==> config.mk <==
export PLATFORM = sky130hd
export DESIGN_NAME = sad_instr_issuer
export DESIGN_NICKNAME = d
export VERILOG_FILES = /design/src/rtl/sad_instr_issuer_pkg.sv /design/src/rtl/sad_imm_gen.sv /design/src/rtl/sad_instr_issuer.sv
export SDC_FILE = /design/constraint.sdc
export NUM_CORES = 1
export LEC_CHECK = 0
export ABC_AREA = 1
export CAP_MARGIN = 0
export CELL_PAD_IN_SITES_DETAIL_PLACEMENT = 1
export CELL_PAD_IN_SITES_GLOBAL_PLACEMENT = 1
export CORE_MARGIN = 2
export CORE_UTILIZATION = 34
export DETAILED_ROUTE_END_ITERATION = 16
export PLACE_DENSITY_LB_ADDON = 0.1
export SLEW_MARGIN = 10
export SYNTH_ARGS = -nofsm -noshare
export SYNTH_HDL_FRONTEND = slang
export SYNTH_SLANG_ARGS = --single-unit
==> constraint.sdc <==
create_clock -name Clk -period 2.19 [get_ports Clk]
set_input_delay 0.219 -clock Clk [delete_from_list [all_inputs] [get_ports Clk]]
set_output_delay 0.219 -clock Clk [all_outputs]
set_load 0.01 [all_outputs]
==> src/rtl/sad_instr_issuer_pkg.sv <==
// Shared opcodes, state encoding and I-type packing for the SAD-extension issuer and decoder.
package sad_instr_issuer_pkg;

    localparam int unsigned REG_W   = 5;
    localparam int unsigned IMM_W   = 16;
    localparam int unsigned INSTR_W = 32;

    localparam logic [5:0] OP_LBUFA   = 6'b010011;
    localparam logic [5:0] OP_LBUFB   = 6'b110011;
    localparam logic [5:0] OP_SAD_B   = 6'b010110;
    localparam logic [5:0] OP_LMIN    = 6'b111001;
    localparam logic [5:0] OP_LTAG    = 6'b110111;
    localparam logic [5:0] OP_RTYPE   = 6'b000000;
    localparam logic [5:0] FUNCT_ABUF = 6'b010111;

    localparam logic [INSTR_W-1:0] ABUF_WORD = {OP_RTYPE, 20'h0_0000, FUNCT_ABUF};

    typedef enum logic [2:0] {
        ST_IDLE,
        ST_LOAD_A,
        ST_LOAD_B,
        ST_BARRIER,
        ST_SCAN,
        ST_LMIN,
        ST_LTAG
    } state_t;

    typedef struct packed {
        logic [5:0]       opcode;
        logic [REG_W-1:0] rs;
        logic [REG_W-1:0] rt;
        logic [IMM_W-1:0] imm;
    } itype_t;

    function automatic logic [INSTR_W-1:0] pack_itype(input logic [5:0]       op,
                                                      input logic [REG_W-1:0] rs,
                                                      input logic [IMM_W-1:0] imm);
        itype_t w;
        w.opcode = op;
        w.rs     = rs;
        w.rt     = '0;
        w.imm    = imm;
        return w;
    endfunction

endpackage

==> src/rtl/sad_imm_gen.sv <==
// Combinational immediate generator: row offsets for buffer loads, shifted frame offsets for the scan.
module sad_imm_gen
    import sad_instr_issuer_pkg::*;
#(
    parameter int unsigned ROWS       = 4,
    parameter int unsigned STRIDE     = 64,
    parameter int unsigned SHIFT_STEP = 4,
    parameter int unsigned ROW_W      = 3,
    parameter int unsigned CNT_W      = 8
) (
    input  state_t             state,
    input  logic [ROW_W-1:0]   row,
    input  logic [CNT_W-1:0]   k,
    output logic [IMM_W-1:0]   imm
);

    // Offsets are formed in 32 bits and truncated; wrap is intentional.
    always_comb begin
        imm = '0;
        case (state)
            ST_LOAD_A, ST_LOAD_B: imm = IMM_W'(32'(row) * STRIDE);
            ST_SCAN:              imm = IMM_W'(ROWS * STRIDE + 32'(k) * SHIFT_STEP);
            default:              imm = '0;
        endcase
    end

endmodule

==> src/rtl/sad_instr_issuer.sv <==
// Issues the LBUFA/LBUFB/SAD_B/LMIN/LTAG stream of one block-search pass under ID_stall backpressure.
// Build option: SAD_ISSUE_BARRIER_EN inserts an ABUF barrier word between LOAD_B and SCAN/LMIN.
module sad_instr_issuer
    import sad_instr_issuer_pkg::*;
#(
    parameter int unsigned ROWS       = 4,
    parameter int unsigned STRIDE     = 64,
    parameter int unsigned SHIFT_STEP = 4,
    parameter int unsigned CNT_W      = 8
) (
    input  logic               Clk,
    input  logic               Reset_n,
    input  logic               start,
    input  logic               abort,
    input  logic [REG_W-1:0]   win_reg,
    input  logic [REG_W-1:0]   frame_reg,
    input  logic [CNT_W-1:0]   n_shifts,
    input  logic               ID_stall,
    output logic [INSTR_W-1:0] instr,
    output logic               instr_valid,
    output logic               busy,
    output logic               done
);

    localparam int unsigned ROW_W = $clog2(ROWS + 1);

    state_t             state, nxt_state;
    logic [ROW_W-1:0]   row, nxt_row;
    logic [CNT_W-1:0]   k, nxt_k;
    logic [REG_W-1:0]   win_q, frame_q, rs_win;
    logic [CNT_W-1:0]   n_q;
    logic               accept, nxt_done;
    logic [IMM_W-1:0]   nxt_imm;
    logic [INSTR_W-1:0] nxt_word;

    assign accept = instr_valid & ~ID_stall;

    // Position of the word to present after this edge; a stall leaves it unchanged.
    always_comb begin
        nxt_state = state;
        nxt_row   = row;
        nxt_k     = k;
        nxt_done  = 1'b0;
        case (state)
            ST_IDLE: begin
                if (start && !abort) begin
                    nxt_state = ST_LOAD_A;
                    nxt_row   = '0;
                end
            end
            ST_LOAD_A: begin
                if (accept) begin
                    if (row == ROW_W'(ROWS - 1)) begin
                        nxt_state = ST_LOAD_B;
                        nxt_row   = '0;
                    end else begin
                        nxt_row = row + ROW_W'(1);
                    end
                end
            end
            ST_LOAD_B: begin
                if (accept) begin
                    if (row == ROW_W'(ROWS - 1)) begin
                        nxt_row = '0;
                        nxt_k   = '0;
`ifdef SAD_ISSUE_BARRIER_EN
                        nxt_state = ST_BARRIER;
`else
                        nxt_state = (n_q == '0) ? ST_LMIN : ST_SCAN;
`endif
                    end else begin
                        nxt_row = row + ROW_W'(1);
                    end
                end
            end
`ifdef SAD_ISSUE_BARRIER_EN
            ST_BARRIER: begin
                if (accept) begin
                    nxt_k     = '0;
                    nxt_state = (n_q == '0) ? ST_LMIN : ST_SCAN;
                end
            end
`endif
            ST_SCAN: begin
                if (accept) begin
                    if (k == n_q - CNT_W'(1)) begin
                        nxt_state = ST_LMIN;
                        nxt_k     = '0;
                    end else begin
                        nxt_k = k + CNT_W'(1);
                    end
                end
            end
            ST_LMIN: begin
                if (accept) nxt_state = ST_LTAG;
            end
            ST_LTAG: begin
                if (accept) begin
                    nxt_state = ST_IDLE;
                    nxt_done  = 1'b1;
                end
            end
            default: nxt_state = ST_IDLE;
        endcase
        if (abort) begin
            nxt_state = ST_IDLE;
            nxt_row   = '0;
            nxt_k     = '0;
            nxt_done  = 1'b0;
        end
    end

    sad_imm_gen #(
        .ROWS       (ROWS),
        .STRIDE     (STRIDE),
        .SHIFT_STEP (SHIFT_STEP),
        .ROW_W      (ROW_W),
        .CNT_W      (CNT_W)
    ) u_imm_gen (
        .state (nxt_state),
        .row   (nxt_row),
        .k     (nxt_k),
        .imm   (nxt_imm)
    );

    // The first LBUFA is built on the start edge, before win_q holds the latched value.
    assign rs_win = (state == ST_IDLE) ? win_reg : win_q;

    always_comb begin
        nxt_word = '0;
        case (nxt_state)
            ST_LOAD_A:  nxt_word = pack_itype(OP_LBUFA, rs_win, nxt_imm);
            ST_LOAD_B:  nxt_word = pack_itype(OP_LBUFB, frame_q, nxt_imm);
            ST_BARRIER: nxt_word = ABUF_WORD;
            ST_SCAN:    nxt_word = pack_itype(OP_SAD_B, frame_q, nxt_imm);
            ST_LMIN:    nxt_word = pack_itype(OP_LMIN, '0, '0);
            ST_LTAG:    nxt_word = pack_itype(OP_LTAG, '0, '0);
            default:    nxt_word = '0;
        endcase
    end

    always_ff @(posedge Clk or negedge Reset_n) begin
        if (!Reset_n) begin
            state       <= ST_IDLE;
            row         <= '0;
            k           <= '0;
            win_q       <= '0;
            frame_q     <= '0;
            n_q         <= '0;
            instr       <= '0;
            instr_valid <= 1'b0;
            busy        <= 1'b0;
            done        <= 1'b0;
        end else begin
            state <= nxt_state;
            row   <= nxt_row;
            k     <= nxt_k;
            if (state == ST_IDLE && start && !abort) begin
                win_q   <= win_reg;
                frame_q <= frame_reg;
                n_q     <= n_shifts;
            end
            instr       <= nxt_word;
            instr_valid <= (nxt_state != ST_IDLE);
            busy        <= (nxt_state != ST_IDLE);
            done        <= nxt_done;
        end
    end

endmodule

# After elaboration in Yosys (flattened, before gate mapping)
# Cells that the tools add are included.
# word_totals
ff_bits	66
out_inout_bits	35
elab_cells	66
# op_classes
addsub	4
n_eq_ne	13
muxes	29
n_bitwise	2
reduce_logical	9
# ops
cell	n
case mux 32 bit (6 select lines)	1
two-way mux 3 bit	14
two-way mux 8 bit	5
case mux 16 bit (2 select lines)	1
equality test 3 bit (second input constant)	6
case mux 3 bit (6 select lines)	1
case mux 8 bit (2 select lines)	1
equality test 3 x 2 -> 1 bit (second input constant)	4
adder 9 x 10 -> 11 bit (first input constant)	1
adder 8 x 1 -> 8 bit (second input constant)	1
equality test 8 bit	1
logical NOT 8 bit	1
subtractor 8 x 1 -> 8 bit (second input constant)	1
equality test 3 x 1 -> 1 bit (second input constant)	2
case mux 3 bit (2 select lines)	1
two-way mux 5 bit	1
two-way mux 1 bit	4
OR reduction 2 bit	2
adder 3 x 1 -> 3 bit (second input constant)	1
logical AND 1 bit	3
logical NOT 3 bit	1
nonzero test 3 bit	1
AND 1 bit	1
logical NOT 1 bit	1
NOT 1 bit	1

# Logic depth before layout (Yosys ltp)
# depth
depth_word	10
depth_mapped	18
mapped_depth_nobuf	18

# Cells and area by module
# From an unflattened synthesis, not the netlist that was laid out.
# unflattened
cells_unflattened	406
area_unflattened_um2	3319.4
# by_module_without_submodules
mod	instances	cells_per_inst	area_per_inst_um2
sad_instr_issuer	1	368	3088.0
sad_imm_gen	1	38	231.5

# Worst setup path after synthesis
# No wires, ideal clock.
# synth_path
path_type	flip-flop to flip-flop
from	register n_q[0]
to	register instr[30]
setup_ns	0.124
arrival_ns	2.159
required_time_ns	2.066
path_slack_ns	-0.093
stages_incl_launch_ff	16
path_buffers	0
cell_sequence	dfrtp_1 > inv_1 > ha_1 > nand2_1 > nor2_1 > nand2_1 > nand2_1 > nand3_1 > nor2_1 > nand3_2 > o21ai_0 > nand2_1 > ha_1 > nand2_1 > nand4_2 > or2_1
# synth_via
elab_chain_len	8
elab_cells_between_ends	17
cone_classes	add/sub (1); eq/ne (7); mux (8); reduce/logical (1)
# synth_rtl
element	line	source
from (decl)	sad_instr_issuer.sv:31	logic [CNT_W-1:0] n_q;
from (signal assigned)	sad_instr_issuer.sv:161	n_q <= n_shifts;
subtractor 8 x 1 -> 8 bit or logical NOT 8 bit (tied branches)	sad_instr_issuer.sv:86, sad_instr_issuer.sv:69	
equality test 8 bit or two-way mux 1 bit (tied branches)	sad_instr_issuer.sv:86, sad_instr_issuer.sv:69	
two-way mux 3 bit (on tied branches)	sad_instr_issuer.sv:86, sad_instr_issuer.sv:63	
two-way mux 3 bit (on tied branches)	sad_instr_issuer.sv:85, sad_instr_issuer.sv:62	
case mux 3 bit (6 select lines) *	sad_instr_issuer.sv:44	case (state)
two-way mux 3 bit *	sad_instr_issuer.sv:105	if (abort) begin
equality test 3 bit, or another cell as far along	sad_instr_issuer.sv:131	case (nxt_state)
case mux 32 bit (6 select lines) *	sad_instr_issuer.sv:131	
via nxt_word[30]	sad_instr_issuer.sv:34	logic [INSTR_W-1:0] nxt_word;
to (signal assigned)	sad_instr_issuer.sv:163	instr <= nxt_word;
to (decl)	sad_instr_issuer.sv:19	output logic [INSTR_W-1:0] instr,
# Mark *: on every way through the listed nets, which the timed path passes. The rest lies on a longest branch.
# A chain may end at the register's enable or synchronous reset.

# Worst setup path after layout
# layout_path
from	register n_q[1]
to	register instr[30]
# Same word-level chain as after synthesis.

==> metrics.md <==
| Metric | Value |
|---|---|
| Synth async-reset ratio | `100.0%` |
| First-pass GRT wire length | `between 10 and 15 mm` |
| Maximum VDD drop | `0.2734 mV` |
| Setup violations, final | `15` |
| Synthesized area per cell | `roughly 8 um2` |
| Synthesized instance count | `370` |
| Clock share of power | `between 20% and 30%` |
| Worst Setup End Kind | `flip-flop` |
| Number of CTS-inserted buffers | `5` |
| WL per Instance | `roughly 14 um` |
| Synth cell types | `38` |
| Crit start category | `flip-flop` |
| Final Cycle Share | `105.5%` |
| Sw Share | `30.96%` |
| Top fanout value on the critical path | `5` |
| CTS Sinks | `55` |
| Flop pwr share | `between 50 and 60%` |
| Sequential cell area | `1378 um2` |
| Footprint of the multi-input gates | `~1500 um2` |
| Worst-path clk slew | `roughly 0.12 ns` |
| Vias in the first global route | `2807` |
| Iter 0 DRT Violations | `between 60 and 70` |
| Antenna Nets Post-Route | `0` |
| Synth warnings | `0` |
| Initial core utilization | `approximately a third` |
| Synth Register Bits | `55` |
| Status | `complete, but fails checks` |
| Worst Hold Margin | `0.2899 ns` |
| Core Region | `approximately 8600 um2` |
| Clk_skew | `0.01578 ns` |
| CP Class | `flip-flop to flip-flop` |
| Most common cell after layout, fill and taps aside | `nand2_1` |
| Ports | `58` |
| RSZ-0062 raised after global routing | `true` |
| Top_reg_cell synth | `dfrtp_1` |
| Post-synthesis sequential area ratio | `46.51%` |
| Initial antenna violation count | `0` |
| Chip Height | `just under 100 um` |
| Largest net degree at the start of global routing | `29` |
| Min-delay worst type | `primary input to asynchronous set/reset pin` |
| Placer Congestion | `0.8613` |
| Utilization after layout | `47.60%` |
| H-tree depth | `2` |
| Detailed Place HPWL | `6.266 mm` |
| Met3 Use GR | `2.662%` |
| CTS max path bufs | `2` |
| GR peak layer | `met2` |
| Most frequent cells in the layout | `nand2_1 (96), dfrtp_1 (54), clkdlybuf4s50_1 (46)` |
| GRT met2 Usage | `a little under a third` |
| Share of cells above drive strength 1 | `a little under a quarter` |
| Post-synthesis instance area | `roughly 3000 um2` |
| F_max | `433.0 MHz` |
| Routed WL | `around 8.0 mm` |
| # nets final | `486` |
| Max cap viols | `0` |
| Clock Latency Late Sink | `between 0.3 and 0.4 ns` |
| Sw Pwr | `0.0006917 W` |
| Combinational power share | `around 22%` |
| Die area | `between 9000 and 10000 um2` |
| Ant. Diodes | `0` |
| Remaining DRCs | `0` |
| Total power | `about 0.0022 W` |
| Setup_tns | `-0.4767 ns` |
| PortBufs | `47` |
| Number of synthesized flops with an enable pin | `0` |
| DRT Pass-1 Iters | `4` |
| Area growth from synthesis to layout | `38.22%` |
| Final setup margin | `-0.1196 ns` |
| Final-report hold violation count | `0` |
| Slew Limit Fails | `0` |
| Tmin final | `~2.3 ns` |
| Row cnt | `34` |
| Worst EP required | `between 2 and 2.5 ns` |
| Cell Pwr Density | `approximately 550 nW/um2` |
| Vias | `approximately 2600` |
| Static leakage | `approximately 2.1 nW` |
| All-Layer GR Usage | `18.11%` |
| Fill cell count | `1045` |
| Failing checks | `setup timing` |
| CP arrival | `approximately 2.5 ns` |
| Vias per cell | `around 4.7` |
| GRT overflow | `0` |
| CTS tree | `yes` |
| Clock root buffer master | `clkbuf_8` |
| DIE WIDTH | `between 90 and 100 um` |
| Met1 Use GR | `around a quarter` |
| Internal power | `around 0.0015 W` |
==> routing by layer <==
metal,up-vias,routed length [um]
met5,-,0
met4,0,112
met3,8,224
met2,42,3972
met1,1277,3719
li1,1308,-
==> Yosys cell counts (2+ instances only) <==
library cell,count,share of area (%)
nand2_1,108,14
xnor2_1,3,0.89
buf_2,3,0.51
nand2_2,3,0.63
nor2_1,23,2.9
nor2_2,3,0.63
o21ai_0,29,4.9
inv_2,4,0.51
ha_1,8,3.4
nand2_4,3,1.1
a22o_1,5,1.5
nor3_1,4,0.68
nand3b_1,2,0.51
dfrtp_1,55,47
clkbuf_1,3,0.38
inv_1,51,6.5
buf_4,12,3.0
nand3_1,17,2.9
xor2_1,4,1.2
a21oi_1,10,1.7
nand3_2,3,1.0
==> kinds of logic (layout without fill, tap and decap cells) <==
kind of cell | count (synthesis) | in the layout | synth area share, %
xor gates and xnor gates | 8 | 8 | 2.875
AOI/OAI and AO/OA | 52 | 52 | 10.11
buffers and inverters | 73 | 150 | 10.91
and+or+nand+nor | 173 | 173 | 26.09
other | 1 | 10 | 0.1267
DFF | 55 | 55 | 46.51
adders and majority gates | 8 | 8 | 3.383
==> layout make-up <==
type                       count  area share, %
timing repair buffer          87          18.97
tap                          108          3.304
multi-input combinational    251          36.59
inverter                      55          5.109
clock inverter                 3         0.6730
sequential                    55          33.68
clock buffer                   5          1.682
==> path summary, 6_finish.rpt <==
check | from | endpoint | slack (ns) | cells after the start
setup / recovery | n_q[1]$_DFFE_PN0P_ | instr[30]$_DFF_PN0_ | -0.12 | 13
hold / removal | Reset_n | row[0]$_DFF_PN0_ | 0.29 | 2
setup reg to reg | n_q[1]$_DFFE_PN0P_ | instr[30]$_DFF_PN0_ | -0.12 | 13
hold reg to reg | frame_q[3]$_DFFE_PN0P_ | frame_q[3]$_DFFE_PN0P_ | 0.49 | 2
max in group asynchronous | Reset_n | k[7]$_DFF_PN0_ | 1.28 | 3
min in group Clk | frame_reg[1] | frame_q[1]$_DFFE_PN0P_ | 0.43 | 3
==> what timing repair did <==
| item | 4_1_cts | 5_1_grt |
|---|---|---|
| hold endpoints to repair | 9 | 0 |
| gates resized for setup | 25 | 29 |
| hold buffers | 1 | 0 |
| endpoints found under the setup margin | 20 | 20 |
| pin swaps | 3 | 20 |
| setup buffers | 3 | 5 |
==> power groups by stage <==
stage	Clock [W]	Combinational [W]	Sequential [W]
2_1_floorplan	0	0.000244	0.00115
3_3_place_gp	0	0.000410	0.00116
3_5_place_dp	0	0.000417	0.00116
4_1_cts	0.000640	0.000455	0.00114
5_1_grt	0.000687	0.000551	0.00115
6_report	0.000612	0.000482	0.00114
==> sequential cells by signal, summed over array words and instances, names as in the netlist <==
name,flops
done,1
busy,1
instr,21
state,3
n_q,8
win_q,5
row,3
frame_q,5
k,8
==> metrics by stage <==
stage	setup slack, ns	cell area (um2)	instances
after floorplan	0.006656	3003	379
after global placement	-0.1321	3735	549
after detailed placement	-0.2931	3735	549
after CTS	-0.1197	3943	560
after global routing	-0.2202	4090	564
final	-0.1196	4090	564
==> worst max-delay path: stages, from the launching register on <==
cell     delay [ns]
dfrtp_1        0.43
inv_2          0.09
ha_4           0.21
xnor2_2        0.13
nor2_1         0.12
nand3_2        0.09
nor2_2         0.11
nand3_2        0.09
o21ai_2        0.19
nand2_4        0.11
ha_4           0.20
nand2_8        0.08
nand4_4        0.10
or2_1          0.24
Note: power is estimated with default switching activity, not from simulation.
==> edit (config.mk and constraints unchanged) <==
`CNT_W` is set to 8 in 2 places; all go to 12.
--- a/src/rtl/sad_imm_gen.sv
+++ b/src/rtl/sad_imm_gen.sv
@@ -6,7 +6,7 @@
     parameter int unsigned STRIDE     = 64,
     parameter int unsigned SHIFT_STEP = 4,
     parameter int unsigned ROW_W      = 3,
-    parameter int unsigned CNT_W      = 8
+    parameter int unsigned CNT_W      = 12
 ) (
     input  state_t             state,
     input  logic [ROW_W-1:0]   row,
--- a/src/rtl/sad_instr_issuer.sv
+++ b/src/rtl/sad_instr_issuer.sv
@@ -6,7 +6,7 @@
     parameter int unsigned ROWS       = 4,
     parameter int unsigned STRIDE     = 64,
     parameter int unsigned SHIFT_STEP = 4,
-    parameter int unsigned CNT_W      = 8
+    parameter int unsigned CNT_W      = 12
 ) (
     input  logic               Clk,
     input  logic               Reset_n,
Ports: changed (resized n_shifts); port bits go from 58 to 62. No check against the original RTL was run, so the function may have changed too.
==> edit against the unedited design <==
  * The run still ends with setup timing left
  * Cell area grew 46%
  * Sequential power up 23%
  * Synthesized cell count grew 44%
  * Count of clock-buffer cells in the layout grew 4
  * Sequential share of layout area decreased by 5.5 points
  * Non-clock buffer count increased by 71
  * Sequential cell count increased by 12
  * Setup slack lost 75 ps
  * Synthesized area rose by 33%
  * Power increased by 59%
  * Routed wire length up 59%
==> edit: results (changes against the unedited design) <==
CP delay by family, top -> simple AND/OR/NAND/NOR gates
largest registers -> instr (25), k (12), n_q (12)
H-tree Lvls -> 3 (+1)
CTS root buffer -> clkbuf_16
crit path DAT -> 2620 ps (+100 ps)
HPWL after DPL -> 9434 um (+51%)
fillers -> 1409 (+35%)
Pre-Repair DR Iteration Count -> 4 (unchanged)
GPL Wtd Cong -> 0.8082 (-6.2%)
initial DRC count -> 96 (+45%)
share of cells above drive strength 1 -> 32.14% (+8.2 points)
pre-CTS setup slack -> -331.9 ps (-38.78 ps)
failing checks -> setup timing
Synth area leaders -> dfrtp_1 43%, nand2_1 15%, inv_1 6.6%
crit-path max FO -> 4 (-1)
Antenna Cells -> 0 (unchanged)
post-synthesis sequential area ratio -> 42.55% (-4.0 points)
DRC viols -> 0 (unchanged)
Lkg Pwr -> 2.959 nW (+43%)
final setup vio count -> 16 (+1)
wire per inst -> 15.21 um (+6.9%)
Vias -> 4030 (+53%)
Nets -> 723 (+49%)
Setup TNS Final -> -1469 ps (-992.1 ps)
synthesized instance count -> 532 (+44%)
CTS buffer count -> 9 (+4)
CP max stage delay -> 410 ps (-20 ps)
clock transition at the registers of the reported paths -> 60 ps (-60 ps)
vias in the first global route -> 4253 (+52%)
synth unique cells -> 42 (+11%)
PortBufs -> 55 (+17%)
Global Route Usage Sum -> 20.80% (+2.7 points)
first-pass GRT wire length -> 20530 um (+48%)
HP Class -> in -> async
vias per std cell -> 4.798 (+2.7%)
top cells by count, synth -> 158 x nand2_1, 69 x inv_1, 67 x dfrtp_1
crit path setup slack, layout -> -194.1 ps (-74.51 ps)
clock latency on the worst-skew pair -> 350 ps (+30 ps)
Max Clock Skew -> 9.703 ps (-6.073 ps)
placed insts -> 806 (+47%)
largest net degree at the start of global routing -> 68 (+130%)
VDD IR max -> 598.4 uV (+120%)
outcome -> finished with violations
[edit: cell count changes after synthesis, sizes merged, moves of 4 or more]
cell	delta
nand2	+53
nor2	+40
inv	+22
nand3	+18
a21oi	+13
dfrtp	+12
mux2	+9
a22o	-5
nand4	+5
nor3	+5
buf	-4
ha	-4
[edit: path summary, 6_finish.rpt]
kind,from,to,slack (ps),cells past startpoint
max,n_q[1]$_DFFE_PN0P_,instr[12]$_DFF_PN0_,-190,16
min,Reset_n,n_q[3]$_DFFE_PN0P_,420,3
max reg2reg,n_q[1]$_DFFE_PN0P_,instr[12]$_DFF_PN0_,-190,16
min reg2reg,frame_q[3]$_DFFE_PN0P_,instr[24]$_DFF_PN0_,480,2
max in group asynchronous,Reset_n,state[2]$_DFF_PN0_,1470,3
min in group Clk,n_shifts[5],n_q[5]$_DFFE_PN0P_,460,3
[edit: repair_timing]
item | CTS | global route
gates resized for setup | 31 | 52
pin swaps | 14 | 15
endpoints found under the hold margin | 67 | 0
hold buffers | 1 | 0
setup buffers | 13 | 6
setup endpoints to repair | 25 | 36
[edit: cell type report]
cell class              instances  area, um^2  area share (%)
clock buffers                   9       225.2           3.780
flip-flops and latches         67        1679           28.18
clock inverters                 7       58.81          0.9870
multi-input cells             379        2150           36.08
repair buffers                158        1368           22.95
inverters                      77       299.0           5.019
well taps                     143       178.9           3.003
[edit: where the power goes]
part | switching, mW | total [mW] | internal [mW] | leakage [nW]
clock network | 0.615 | 1.40 | 0.788 | 0.139
registers | 0.0748 | 1.40 | 1.33 | 0.874
logic | 0.392 | 0.752 | 0.359 | 1.95
total | 1.08 | 3.56 | 2.47 | 2.96
[edit: worst reg2reg max path, delay by kind of cell, from the launching register on]
kind / cells / cell delay (ps)
AOI/OAI and AO/OA: 2 / 430
adders and majority gates: 2 / 350
buffers and inverters: 2 / 140
DFF: 1 / 410
and+or+nand+nor: 10 / 960
[edit: through the flow]
stage	hold slack (ps)	area [um^2]
finish	418.4	5958
CTS	443.9	5754
floorplan	-76.59	3989
global placement	273.7	5273
global route	462.5	5958
detailed placement	277.4	5273
[edit: cell families after synthesis]
group / share of synthesized area, %
mux: 2.572
xor+xnor: 1.778
fa+ha+maj: 1.270
compound gates: 7.653
flops: 42.55
other cells: 0.09518
buf+inv: 9.844
simple gates: 34.23
[edit: layer usage]
metal / wire [um] / track usage (%) / share of wire [%] / up-vias
li1: - / - / - / 1977
met2: 6849 / 37.05 / 54 / 64
met4: 178 / 6.831 / 1.4 / 0
met5: 0 / 0 / 0 / -
met1: 5300 / 24.85 / 41 / 1975
met3: 451 / 4.627 / 3.5 / 14
